### src/rtl/keypad_scanner.sv
// keypad_scanner: 4-row x 3-column keypad scanner, debouncer and key encoder.
// Optional macro KEY_REPEAT_EN adds auto-repeat strobes while a key stays held.

module keypad_scanner #(
   parameter int SCAN_DIV        = 8,
   parameter int DEBOUNCE_CYCLES = 16,
   parameter int REPEAT_CYCLES   = 1024
) (
   input  logic       clock,
   input  logic       reset,
   input  logic [2:0] col_in,
   output logic [3:0] row_out,
   output logic [3:0] key,
   output logic       shift
);

   localparam int DIV_W = $clog2(SCAN_DIV);
   localparam int DB_W  = $clog2(DEBOUNCE_CYCLES + 1);
`ifdef KEY_REPEAT_EN
   localparam int REP_W = $clog2(REPEAT_CYCLES + 1);
`endif

   if (SCAN_DIV < 4 || DEBOUNCE_CYCLES < 2 || REPEAT_CYCLES < 1) begin : g_badParams
      $error("keypad_scanner: parameter out of range");
   end

   typedef enum logic [1:0] {
      SCAN,
      DEBOUNCE,
      EMIT,
      RELEASE
   } state_t;

   state_t            r_state;
   logic [2:0]        r_colMeta;
   logic [2:0]        r_colSync;
   logic [DIV_W-1:0]  r_div;
   logic [DB_W-1:0]   r_dbCnt;
   logic [3:0]        r_row;
   logic [1:0]        r_capRow;
   logic [1:0]        r_capColIdx;
   logic [2:0]        r_capPat;
   logic [3:0]        r_key;
   logic              r_shift;
`ifdef KEY_REPEAT_EN
   logic [REP_W-1:0]  r_repCnt;
`endif

   logic              w_colValid;
   logic [1:0]        w_colIdx;
   logic [1:0]        w_rowIdx;
   logic [3:0]        w_rowNext;
   logic [3:0]        w_code;

   assign row_out    = r_row;
   assign key        = r_key;
   assign shift      = r_shift;
   assign w_rowNext  = {r_row[2:0], r_row[3]};
   assign w_colValid = (r_colSync == 3'b001) || (r_colSync == 3'b010) || (r_colSync == 3'b100);

   always_comb begin
      w_colIdx = 2'd0;
      case (r_colSync)
         3'b010:  w_colIdx = 2'd1;
         3'b100:  w_colIdx = 2'd2;
         default: w_colIdx = 2'd0;
      endcase
   end

   always_comb begin
      w_rowIdx = 2'd0;
      case (r_row)
         4'b0010: w_rowIdx = 2'd1;
         4'b0100: w_rowIdx = 2'd2;
         4'b1000: w_rowIdx = 2'd3;
         default: w_rowIdx = 2'd0;
      endcase
   end

   // Keypad legend: digits encode as themselves, '*' = B, '#' = C, A never emitted.
   always_comb begin
      w_code = 4'hA;
      case ({r_capRow, r_capColIdx})
         4'b00_00: w_code = 4'h1;
         4'b00_01: w_code = 4'h2;
         4'b00_10: w_code = 4'h3;
         4'b01_00: w_code = 4'h4;
         4'b01_01: w_code = 4'h5;
         4'b01_10: w_code = 4'h6;
         4'b10_00: w_code = 4'h7;
         4'b10_01: w_code = 4'h8;
         4'b10_10: w_code = 4'h9;
         4'b11_00: w_code = 4'hB;
         4'b11_01: w_code = 4'h0;
         4'b11_10: w_code = 4'hC;
         default:  w_code = 4'hA;
      endcase
   end

   always_ff @(posedge clock or negedge reset) begin
      if (!reset) begin
         r_state     <= SCAN;
         r_colMeta   <= 3'b000;
         r_colSync   <= 3'b000;
         r_div       <= '0;
         r_dbCnt     <= '0;
         r_row       <= 4'b0001;
         r_capRow    <= 2'd0;
         r_capColIdx <= 2'd0;
         r_capPat    <= 3'b000;
         r_key       <= 4'hA;
         r_shift     <= 1'b0;
`ifdef KEY_REPEAT_EN
         r_repCnt    <= '0;
`endif
      end else begin
         r_colMeta <= col_in;
         r_colSync <= r_colMeta;
         r_shift   <= 1'b0;
         case (r_state)
            SCAN: begin
               if (r_div == DIV_W'(SCAN_DIV - 1)) begin
                  r_div <= '0;
                  if (w_colValid) begin
                     r_capRow    <= w_rowIdx;
                     r_capColIdx <= w_colIdx;
                     r_capPat    <= r_colSync;
                     r_dbCnt     <= '0;
                     r_state     <= DEBOUNCE;
                  end else begin
                     r_row <= w_rowNext;
                  end
               end else begin
                  r_div <= r_div + 1'b1;
               end
            end
            DEBOUNCE: begin
               if (r_colSync == r_capPat) begin
                  if (r_dbCnt == DB_W'(DEBOUNCE_CYCLES - 1)) begin
                     r_dbCnt <= '0;
                     r_state <= EMIT;
                  end else begin
                     r_dbCnt <= r_dbCnt + 1'b1;
                  end
               end else begin
                  r_dbCnt <= '0;
                  r_div   <= '0;
                  r_row   <= w_rowNext;
                  r_state <= SCAN;
               end
            end
            EMIT: begin
               r_key   <= w_code;
               r_shift <= 1'b1;
               r_dbCnt <= '0;
               r_state <= RELEASE;
`ifdef KEY_REPEAT_EN
               r_repCnt <= '0;
`endif
            end
            RELEASE: begin
               // The row stays frozen here, so a second key on another row is invisible.
               if (r_colSync == 3'b000) begin
`ifdef KEY_REPEAT_EN
                  r_repCnt <= '0;
`endif
                  if (r_dbCnt == DB_W'(DEBOUNCE_CYCLES - 1)) begin
                     r_dbCnt <= '0;
                     r_div   <= '0;
                     r_row   <= w_rowNext;
                     r_state <= SCAN;
                  end else begin
                     r_dbCnt <= r_dbCnt + 1'b1;
                  end
               end else begin
                  r_dbCnt <= '0;
`ifdef KEY_REPEAT_EN
                  if (r_colSync == r_capPat) begin
                     if (r_repCnt == REP_W'(REPEAT_CYCLES - 1)) begin
                        r_repCnt <= '0;
                        r_state  <= EMIT;
                     end else begin
                        r_repCnt <= r_repCnt + 1'b1;
                     end
                  end else begin
                     r_repCnt <= '0;
                  end
`else
                  r_state <= RELEASE;
`endif
               end
            end
            default: r_state <= SCAN;
         endcase
      end
   end

endmodule

### config.mk
export PLATFORM = sky130hd
export DESIGN_NAME = keypad_scanner
export DESIGN_NICKNAME = d
export VERILOG_FILES = /design/src/rtl/keypad_scanner.sv
export SDC_FILE = /design/constraint.sdc
export NUM_CORES = 1
export LEC_CHECK = 0
export BUFFER_PORTS_ARGS = -buffer_cell sky130_fd_sc_hd__buf_2
export CAP_MARGIN = 10
export CORE_ASPECT_RATIO = 1.2
export CORE_MARGIN = 2
export CORE_UTILIZATION = 60
export DETAILED_ROUTE_END_ITERATION = 10
export GPL_TIMING_DRIVEN = 1
export PLACE_DENSITY_LB_ADDON = 0.12
export SLEW_MARGIN = 30
export SYNTH_ARGS = -nofsm -noshare
export SYNTH_HDL_FRONTEND = slang
export SYNTH_SLANG_ARGS = --single-unit
### constraint.sdc
create_clock -name clock -period 4.43 [get_ports clock]
set_input_delay 0.6645 -clock clock [delete_from_list [all_inputs] [get_ports clock]]
set_output_delay 0.6645 -clock clock [all_outputs]
set_load 0.01 [all_outputs]
==> metrics.txt <==
grt total ovfl=0; VDD IR max=between 200 and 250 µV; Worst Skew=0.00959 ns; Distinct cells, synth=38; drt pass-1 iters=4; hold slack final=~0.36 ns; crit path DAT=about 2.1 ns; CP Cell Sequence=or4b_4 > o21ai_4 > nand2_4 > nor2_8 > mux2_4; setup slack, reg-to-reg=roughly 2.5 ns; port buffer count=13; Via Count=a little over 1000; Clock Latency Late Sink=about 0.33 ns; period utilisation layout=0.433; CTS H-tree lvls=2; clk slew on worst S/H paths=around 0.10 ns; RSZ-0062 raised after global routing=no; syn_area_per_cell=~11 µm²; setup bufs post-CTS=0; relative slew slack=0.539; Mapped Cells=between 100 and 150; syn nets=between 150 and 200; clk sinks=32; most common cell after layout, fill and taps aside=dfrtp_1; Setup crit end=row_out[3]; post-route setup TNS=0 ns; Layout area overhead=8.69%; Levels on crit path=5; drc violations=0; status=complete, no violations; Yosys reg bits=32; ANT cells=0; CP top delay family=simple AND/OR/NAND/NOR gates; Final Slew Violations=0; max cap viols=0; Slowest-stage cell, CP=or4b_4; Std-Cell Core Area=2530 µm²; worst endpoint required time=approximately 4.7 ns; minimum clock period=around 1.9 ns; f_max=521 MHz; initial drt markers=15; Starting Density=0.632; share of the yosys chip area belonging to registers=0.504; most frequent cells in the layout=dfrtp_1 (29), nand2_1 (16), buf_2 (13); die area=around 3100 µm²; hpwl dp=1.90 mm; Synth Warn #=0; Fillers=200; worst-case reg-to-reg path depth=5; GP Congestion=0.737; initial antenna violation count=0; drt wl/cell=13.8 µm; Leak=0.000811 µW; final setup fails=0; PwrDens=412 nW/µm²; Die W=~50 µm; Worst Setup Start Kind=flop; number of routed nets with antenna violations=0; pin count of the biggest net entering global routing=33; crit path from=r_colSync[0]; Reg-to-Reg Start=r_colSync[0]; mapped cell area=1600 µm²; Hold Fails Final Rpt=0; share of layout cells above drive strength 1=0.226; FP Rows=20; worst-margin pin slew=0.691 ns; fin nets=169; critical path class=reg -> reg; CP max stage delay=about 0.57 ns; clock tree buffer depth=2; Tot GR Track Use=0.206; RR Endpoint=row_out[3]; global-route wire length before repair=4.54 mm; Hold-fix buffers, CTS=0; cts repair resizes=0; Buf/Inv on CP=0; routed vias/inst=roughly 5.5; CTS tree=done; CTS Buf Count=5; vias in the first global route=just over 1000; CP Capture Type=flop; WL final=2.60 mm; IO Pins=14; HP Class=in -> async; root buffer cell=clkbuf_4; chip height=between 60 and 70 µm; Max FO, Critical Path=9
-- registers in the layout, indices dropped and copies added (netlist names) --
signal,count
shift,1
r_dbCnt,5
row_out,4
r_div,3
r_capPat,3
r_state,2
r_colSync,3
r_colMeta,3
r_capColIdx,2
key,4
r_capRow,2
-- report_power, final --
part | switching, µW | internal, µW | leakage (µW)
clock | 93.9 | 75.4 | 0.0000380
sequential | 36.7 | 331 | 0.000409
combinational | 95.3 | 83.3 | 0.000364
total | 226 | 490 | 0.000811
-- metrics by stage --
step | total power, µW | setup WS, ns | cells | area, µm² | util
detailed placement | 555 | 2.50 | 180 | 1680 | 0.663
finish | 716 | 2.51 | 188 | 1740 | 0.687
CTS | 726 | 2.50 | 188 | 1740 | 0.687
global route | 766 | 2.37 | 188 | 1740 | 0.687
global placement | 539 | 2.55 | 180 | 1680 | 0.663
floorplan | 511 | 2.57 | 139 | 1600 | -
-- cells by family after synthesis --
| group | count (synthesis) | share of synthesized area |
|---|---|---|
| muxes | 11 | 0.0854 |
| xor gates and xnor gates | 6 | 0.0329 |
| and+or+nand+nor | 39 | 0.146 |
| adders and majority gates | 10 | 0.0783 |
| AOI/OAI and AO/OA | 31 | 0.124 |
| buffers and inverters | 10 | 0.0298 |
| DFF | 32 | 0.504 |
-- routing by layer --
layer | part of all wire | track usage | vias to the layer above
li1 | - | - | 513
met1 | 0.42 | 0.213 | 499
met2 | 0.53 | 0.380 | 12
met3 | 0.030 | 0.0443 | 5
met4 | 0.020 | 0.127 | 0
met5 | 0 | 0 | -
-- area by class of cell --
| type | instances | area [µm²] | area share |
|---|---|---|---|
| well taps | 33 | 41.3 | 0.0238 |
| clock buffers | 6 | 51.3 | 0.0295 |
| inverters | 5 | 18.8 | 0.0108 |
| flip-flops and latches | 32 | 805 | 0.463 |
| clock inverters | 2 | 10.0 | 0.00576 |
| repair buffers | 13 | 65.1 | 0.0375 |
| multi-input cells | 97 | 746 | 0.429 |
-- worst reg2reg max path: cells and delay by family, from the launching register on --
family | cells | cell delay [ns]
muxes | 1 | 0.31
AOI/OAI and AO/OA | 1 | 0.19
and+or+nand+nor | 3 | 0.84
DFF | 1 | 0.48
-- Yosys cell counts (all sizes together) --
master    n  area share
a21o      1      0.0047
nor2      4       0.020
mux2i     2       0.013
mux2      9       0.073
nor3      1      0.0031
nor3b     1      0.0047
or4b      1      0.0086
nand2    17       0.045
nand2b    4       0.016
ha       10       0.078
nor4      1      0.0039
o21ba     1      0.0063
a21oi     6       0.019
nand4b    1      0.0055
a21boi    1      0.0047
o41ai     2       0.011
nand3     4       0.016
dfrtp    29        0.45
nor2b     3       0.012
buf       3       0.013
inv       5       0.012
nand4     1      0.0078
a22oi     1      0.0047
clkbuf    2      0.0047
a32o      1      0.0063
o21bai    1      0.0047
a2111oi   1      0.0055
o21ai    16       0.057
nor4b     1      0.0055
dfstp     3       0.049
xnor2     6       0.033
-- worst min path at each step --
| stage | startpoint | end | cells past startpoint |
|---|---|---|---|
| global placement | r_colMeta[2] | r_colSync[2] | 0 |
| finish | reset | key[2] | 1 |
| CTS | r_colMeta[1] | r_colSync[1] | 0 |
| floorplan | r_colMeta[0] | r_colSync[0] | 0 |
| detailed placement | r_colMeta[0] | r_colSync[0] | 0 |
| global route | r_colMeta[1] | r_colSync[1] | 0 |
(Power assumes the default switching activity.)
